==> src/rtl/alu_operand_sequencer_pkg.sv <==
// Shared definitions for the ALU operand sequencer: FSM state encoding,
// ALU opcode constants and a small state-classification helper.
package alu_operand_sequencer_pkg;

  // Sequencer states: three load steps, one execute cycle, one hold phase.
  typedef enum logic [2:0] {
    LOAD_A  = 3'd0,
    LOAD_B  = 3'd1,
    LOAD_OP = 3'd2,
    EXEC    = 3'd3,
    HOLD    = 3'd4
  } state_e;

  // ALU select encoding, shared with the ALU and its users.
  localparam logic OP_ADD = 1'b0;
  localparam logic OP_AND = 1'b1;

  // True in the states where an input word may be accepted.
  function automatic logic is_load_state(input state_e s);
    return (s == LOAD_A) || (s == LOAD_B) || (s == LOAD_OP);
  endfunction

endpackage

==> src/rtl/alu_operand_sequencer.sv <==
// Operand sequencer in front of a W-bit combinational ALU.
// Collects operand A, operand B and the opcode as three words on a single
// valid/ready input bus, drives them into the ALU from registers, then
// captures the ALU result into a registered valid/ready output.
module alu_operand_sequencer
  import alu_operand_sequencer_pkg::*;
#(
  parameter int W = 4
) (
  input  logic         clk,
  input  logic         rst,
  input  logic         clr,
  input  logic [W-1:0] in_data,
  input  logic         in_valid,
  output logic         in_ready,
  output logic [W-1:0] alu_a,
  output logic [W-1:0] alu_b,
  output logic         alu_sel,
  input  logic [W-1:0] alu_c,
  output logic [W-1:0] res_data,
  output logic         res_zero,
  output logic         res_valid,
  input  logic         res_ready,
  output logic         busy
);

  state_e       state_q,     state_d;
  logic [W-1:0] alu_a_q,     alu_a_d;
  logic [W-1:0] alu_b_q,     alu_b_d;
  logic         alu_sel_q,   alu_sel_d;
  logic [W-1:0] res_data_q,  res_data_d;
  logic         res_zero_q,  res_zero_d;
  logic         res_valid_q, res_valid_d;

  logic in_hs;
  logic out_hs;

  // Input is only accepted in the load states, and never while reset is held
  // (state already reads LOAD_A during reset, so rst gates it explicitly).
  assign in_ready = !rst && is_load_state(state_q);
  assign in_hs    = in_valid && in_ready;
  assign out_hs   = res_valid_q && res_ready;

  // Next-state and register-update logic; clr overrides any handshake.
  always_comb begin
    // NOTE: every variable gets its hold value first so no path leaves one
    // unassigned, which would otherwise infer a latch.
    state_d     = state_q;
    alu_a_d     = alu_a_q;
    alu_b_d     = alu_b_q;
    alu_sel_d   = alu_sel_q;
    res_data_d  = res_data_q;
    res_zero_d  = res_zero_q;
    res_valid_d = res_valid_q;

    if (clr) begin
      // Abort: drop any partial load or pending result, keep operands.
      state_d     = LOAD_A;
      res_valid_d = 1'b0;
    end else begin
      unique case (state_q)
        LOAD_A: begin
          if (in_hs) begin
            alu_a_d = in_data;
            state_d = LOAD_B;
          end
        end
        LOAD_B: begin
          if (in_hs) begin
            alu_b_d = in_data;
            state_d = LOAD_OP;
          end
        end
        LOAD_OP: begin
          if (in_hs) begin
            // Only bit 0 carries the opcode; upper bits are don't-care.
            alu_sel_d = in_data[0];
            state_d   = EXEC;
          end
        end
        EXEC: begin
          // ALU inputs have been stable for a full cycle; sample its result.
          res_data_d  = alu_c;
          res_zero_d  = (alu_c == '0);
          res_valid_d = 1'b1;
          state_d     = HOLD;
        end
        HOLD: begin
          if (out_hs) begin
            res_valid_d = 1'b0;
            state_d     = LOAD_A;
          end
        end
        default: begin
          state_d     = LOAD_A;
          res_valid_d = 1'b0;
        end
      endcase
    end
  end

  // State and datapath registers with asynchronous active-high reset.
  always_ff @(posedge clk or posedge rst) begin
    // NOTE: non-blocking assignments so every register samples the values
    // from before this edge, independent of statement order.
    if (rst) begin
      state_q     <= LOAD_A;
      alu_a_q     <= '0;
      alu_b_q     <= '0;
      alu_sel_q   <= OP_ADD;
      res_data_q  <= '0;
      res_zero_q  <= 1'b0;
      res_valid_q <= 1'b0;
    end else begin
      state_q     <= state_d;
      alu_a_q     <= alu_a_d;
      alu_b_q     <= alu_b_d;
      alu_sel_q   <= alu_sel_d;
      res_data_q  <= res_data_d;
      res_zero_q  <= res_zero_d;
      res_valid_q <= res_valid_d;
    end
  end

  assign alu_a     = alu_a_q;
  assign alu_b     = alu_b_q;
  assign alu_sel   = alu_sel_q;
  assign res_data  = res_data_q;
  assign res_zero  = res_zero_q;
  assign res_valid = res_valid_q;
  assign busy      = (state_q != LOAD_A);

endmodule

==> config.mk <==
export PLATFORM = sky130hd
export DESIGN_NAME = alu_operand_sequencer
export DESIGN_NICKNAME = d
export VERILOG_FILES = /design/src/rtl/alu_operand_sequencer_pkg.sv /design/src/rtl/alu_operand_sequencer.sv
export SDC_FILE = /design/constraint.sdc
export NUM_CORES = 1
export LEC_CHECK = 0
export ABC_CLOCK_PERIOD_IN_PS = 1400
export CORE_AREA = 2 2 49 51
export CTS_CLUSTER_SIZE = 20
export DETAILED_ROUTE_END_ITERATION = 6
export DIE_AREA = 0 0 51 53
export HOLD_SLACK_MARGIN = 0.15
export PLACE_DENSITY = 0.74
export SLEW_MARGIN = 25
export SYNTH_ARGS = -nofsm -noshare
export SYNTH_HDL_FRONTEND = slang
export SYNTH_SLANG_ARGS = --single-unit
export TNS_END_PERCENT = 1
==> constraint.sdc <==
create_clock -name clk -period 1.4 [get_ports clk]
set_input_delay 0.28 -clock clk [delete_from_list [all_inputs] [get_ports clk]]
set_output_delay 0.28 -clock clk [all_outputs]
set_load 0.01 [all_outputs]
==> Word level (Yosys, flattened, before mapping) <==
Index checks and enable logic that the tools add are counted.
{ "totals": {"in_bits": 13, "out_inout_bits": 17, "elab_cells": 42, "register_bits": 18} }
{ "op_classes": {"eq_ne": 9, "n_reduce_logical": 16, "n_mux": 9, "n_bitwise": 1} }
{ "ops": {"columns": ["cell", "count"], "rows": [
  ["$mux 3", 5],
  ["$pmux 3 s5", 1],
  ["$ne 3x3->1 const B", 4],
  ["$reduce_and 3->1", 3],
  ["$eq 3x2->1 const B", 2],
  ["$logic_not 4->1", 1],
  ["$reduce_and 2->1", 2],
  ["$reduce_and 4->1", 1],
  ["$eq 3x1->1 const B", 1],
  ["$eq 3x3->1 const B", 1],
  ["$logic_and 1x1->1", 3],
  ["$logic_not 3->1", 1],
  ["$pmux 1 s3", 1],
  ["$reduce_bool 3->1", 1],
  ["$reduce_or 3->1", 1],
  ["$logic_or 1x1->1", 2],
  ["$mux 1", 2],
  ["$ne 2x1->1 const B", 1],
  ["$logic_not 1->1", 1],
  ["$not 1->1", 1]
]} }

==> Longest topological paths before layout <==
{ "logic_depth": {"ltp_word": 8, "mapped_depth": 4, "depth_no_buf": 3} }

==> Least setup slack after synthesis <==
OpenSTA, ideal clock, no wires.
{ "synth_timing": {"kind": "reg-to-reg", "start": "register state_q[0]", "end": "register alu_a_q[0] (netlist: alu_a[0])", "synth_period_minus_slack_ps": 1332, "setup_ps": 125, "arrival_ps": 1207, "path_stages_with_launch": 5, "required_ps": 1275, "slack_ps": 68, "path_buffers": 1, "cell_sequence": "dfrtp_1 buf_6 nor4b_4 nand2_2 mux2_4"} }
{ "synth_between": {"elab_chain_len": 6, "elab_cells_between_ends": 8, "cone_classes": "2 x eq/ne; 6 x reduce/logical"} }
{ "synth_rtl": {"columns": ["element", "line", "source"], "rows": [
  ["from (decl)", "alu_operand_sequencer.sv:27", "state_e state_q, state_d;"],
  ["from (signal assigned)", "alu_operand_sequencer.sv:115", "state_q <= state_d;"],
  ["$eq 3x1->1 or $logic_not 3->1 (tied branches)", "alu_operand_sequencer_pkg.sv:20, alu_operand_sequencer.sv:61", null],
  ["$logic_or 1x1->1 (2 in series)", "alu_operand_sequencer_pkg.sv:20", "return (s == LOAD_A) || (s == LOAD_B) || (s == LOAD_OP);"],
  ["$logic_and 1x1->1", "alu_operand_sequencer.sv:40", "assign in_ready = !rst && is_load_state(state_q);"],
  ["$logic_and 1x1->1", "alu_operand_sequencer.sv:41", "assign in_hs = in_valid && in_ready;"],
  ["$reduce_and 3->1 (no source line) *", null, null],
  ["to (signal assigned)", "alu_operand_sequencer.sv:116", "alu_a_q <= alu_a_d;"],
  ["to (decl)", "alu_operand_sequencer.sv:28", "logic [W-1:0] alu_a_q, alu_a_d;"]
]} }
Mark *: on every way between the ends. The rest lies on a longest branch, timed or not.
A chain may end at the register's enable or synchronous reset.

==> Worst setup path in the final report <==
{ "layout_timing": {"start": "register state_q[2]", "end": "register res_zero_q (netlist: res_zero)"} }
{ "layout_between": {"elab_chain_len": 2} }
{ "layout_rtl": {"columns": ["element", "line", "source"], "rows": [
  ["$eq 3x2->1", "alu_operand_sequencer.sv:61", "unique case (state_q)"],
  ["$reduce_and 2->1 (no source line)", null, null],
  ["to (signal assigned)", "alu_operand_sequencer.sv:120", "res_zero_q <= res_zero_d;"],
  ["to (decl)", "alu_operand_sequencer.sv:32", "logic res_zero_q, res_zero_d;"]
]} }
No other way between the ends.

==> results.sh <==
export IMPL_start_util=0.372
export IMPL_fp_dieH_um=53
export IMPL_maxSlewViolCount=0
export IMPL_drtIter0Drc=1
export IMPL_powerDensity_nw_per_um2=1030
export IMPL_grt_first_pass_wirelength_um=3160
export IMPL_r2r_slack_ps=-50
export IMPL_power_switching_uw=332
export IMPL_track_usage=0.164
export IMPL_ios=30
export IMPL_gp_congestion=0.745
export IMPL_finalCritPeriodShare=1.04
export IMPL_antenna_found_initial=0
export IMPL_max_cap_viol_count=0
export IMPL_die_w_um=51
export IMPL_crit_start="state_q[2]"
export IMPL_detail_route_first_pass_iterations=2
export IMPL_hpwlAfterDp_um=1400
export IMPL_synth_area_um2=800
export IMPL_power_switching_share=0.260
export IMPL_via_per_inst=4.76
export IMPL_vdd_ir_drop_max_uv=555
export IMPL_period_minus_slack_ps=1450
export IMPL_worstRegToRegCells=4
export IMPL_synth_seq_cells=18
export IMPL_status="finished with violations"
export IMPL_hold_violations=0
export IMPL_die_area_um2=2700
export IMPL_syn_instance_count=58
export IMPL_final_cells=132
export IMPL_r2r_start="state_q[2]"
export IMPL_max_clock_path_buffers=2
export IMPL_ys_warn_count=0
export IMPL_overflow=0
export IMPL_drc=0
export IMPL_multi_input_area_um2=342
export IMPL_ys_seq_area_frac=0.563
export IMPL_fill_cells=190
export IMPL_wl_um=1930
export IMPL_dp_cells=126
export IMPL_core_area_um2=2150
export IMPL_clock_fmax_ghz=0.688
export IMPL_required_ps=1590
export IMPL_grt_max_degree=11
export IMPL_row_count=17
export IMPL_finalNetCount=118
export IMPL_crit_fanout=5
export IMPL_hp_class="in2async"
export IMPL_criticalPathCategory="reg2reg"
export IMPL_worstSkewPairLatency_ps=290
export IMPL_io_buffers=29
export IMPL_p_clk_frac=0.251
export IMPL_rsz0062_at_grt="true"
export IMPL_final_cell_mix="dfrtp_1, dlygate4sd2_1, buf_4"
export IMPL_root_buffer="clkbuf_4"
export IMPL_final_common_cell="dfrtp_1"
export IMPL_p_total_mw=1.28
export IMPL_register_area_um2=452
export IMPL_cellLeakagePower_nw=0.629
export IMPL_seqPwrFrac=0.489
export IMPL_p_int_uw=946
export IMPL_worstSetupStartpointType="flip-flop"
export IMPL_numCtsBuffers=3
export IMPL_clock_sinks=18
export IMPL_vias=628
export IMPL_syn_avg_cell_area_um2=13.8
export IMPL_path_clk_slew_ps=110
export IMPL_combinationalPowerShare=0.259
export IMPL_wire_per_inst_um=14.6
export IMPL_cts_tree="yes"
export IMPL_crit_arrival_ps=1640
export IMPL_cp_end_kind="flip-flop"
export IMPL_grt_pass1_vias=659
export IMPL_antennaDiodeCount=0
export IMPL_syn_nets=71
export IMPL_r2r_end="res_zero"
export IMPL_ant_nets=0
export IMPL_h_tree_depth=1
export IMPL_skew_ps=5.76
export IMPL_slew_headroom=0.818
export IMPL_setup_slack_ps=-52.5
export IMPL_violations="negative setup slack"
export IMPL_area_delta_synth_final_pct=55.7
export IMPL_setup_violations=13
export IMPL_cts_hold_buf=0
export IMPL_post_synth_num_cell_types=20
export IMPL_tightest_slew_ps=271
export IMPL_drive_above_1_share=0.385
export IMPL_endpoint="res_zero"
synth_stat cells:
cell | number | area, um2
dfrtp_1 | 18 | 450
mux2_2 | 9 | 101
mux2_4 | 4 | 60.1
a21oi_1 | 3 | 15.0
nand2_1 | 3 | 11.3
nor2b_1 | 3 | 18.8
a211oi_1 | 2 | 15.0
inv_1 | 2 | 7.51
nand3b_1 | 2 | 15.0
nor3_1 | 2 | 10.0
buf_6 | 1 | 11.3
mux2_1 | 1 | 11.3
mux2i_1 | 1 | 10.0
nand2_2 | 1 | 6.26
nand4b_1 | 1 | 8.76
nor2_1 | 1 | 3.75
nor2_2 | 1 | 6.26
nor4_1 | 1 | 6.26
nor4b_4 | 1 | 23.8
o31ai_1 | 1 | 7.51
repair_timing:
item / 4_1_cts / 5_1_grt
setup buffers: 0 / 2
pin swaps: 0 / 3
setup endpoints to repair: 27 / 16
gates resized for setup: 26 / 4
routing by layer:
metal	vias to the layer above	global-route usage	wire [um]
met4	0	0.0946	41
met2	17	0.273	944
li1	303	-	-
met5	-	0	0
met1	304	0.200	866
met3	4	0.0282	72
stage by stage:
| stage | hold WS, ps | cell area (um2) | TNS, ps | utilization | setup WS [ps] |
|---|---|---|---|---|---|
| after floorplan | 219 | 800 | 0 | - | 67.6 |
| after detailed placement | 481 | 1200 | -4840 | 0.560 | -380 |
| after global placement | 478 | 1200 | -4520 | 0.560 | -378 |
| final | 171 | 1240 | -314 | 0.579 | -52.5 |
| after global routing | 169 | 1240 | -1130 | 0.579 | -103 |
| after CTS | 477 | 1230 | -410 | 0.573 | -89.5 |
how the worst min path moves through the flow:
stage                  from     endpoint  slack (ps)  cells after the start
floorplan               rst     alu_a[0]         220                      1
global placement    alu_sel      alu_sel         480                      1
detailed placement  alu_sel      alu_sel         480                      1
CTS                     rst      alu_sel         480                      4
global route            rst  res_data[1]         170                      4
finish                  rst   state_q[2]         170                      4
critical path: stages (launching register included):
cell      delay (ps)
dfrtp_2          450
buf_4            150
nand3b_1         210
nor2_4           180
mux2_2           360
area by class of cell:
class                      instances  share of cell area
timing repair buffer              43               0.299
clock buffer                       4              0.0291
multi-input combinational         37               0.274
tap                               28              0.0281
inverter                           2             0.00603
sequential                        18               0.363
logic make-up after synthesis:
group / count (synthesis) / share of synthesized area
and+or+nand+nor: 16 / 0.138
AOI/OAI and AO/OA: 6 / 0.0469
muxes: 15 / 0.228
buffers and inverters: 3 / 0.0235
DFF: 18 / 0.563
state kept, by name, indices dropped and copies added, names as in the netlist:
name / flops
res_data: 4
alu_a: 4
res_zero: 1
state_q: 3
alu_sel: 1
res_valid: 1
alu_b: 4
power by group through the flow:
stage                     clock [mW]  combinational (mW)  sequential [mW]
after floorplan                    0               0.118            0.669
after global placement             0               0.371            0.637
after detailed placement           0               0.378            0.637
after CTS                      0.330               0.332            0.626
after global routing           0.358               0.356            0.634
final                          0.321               0.331            0.625
No activity file was read; power rests on OpenSTA's default activity.
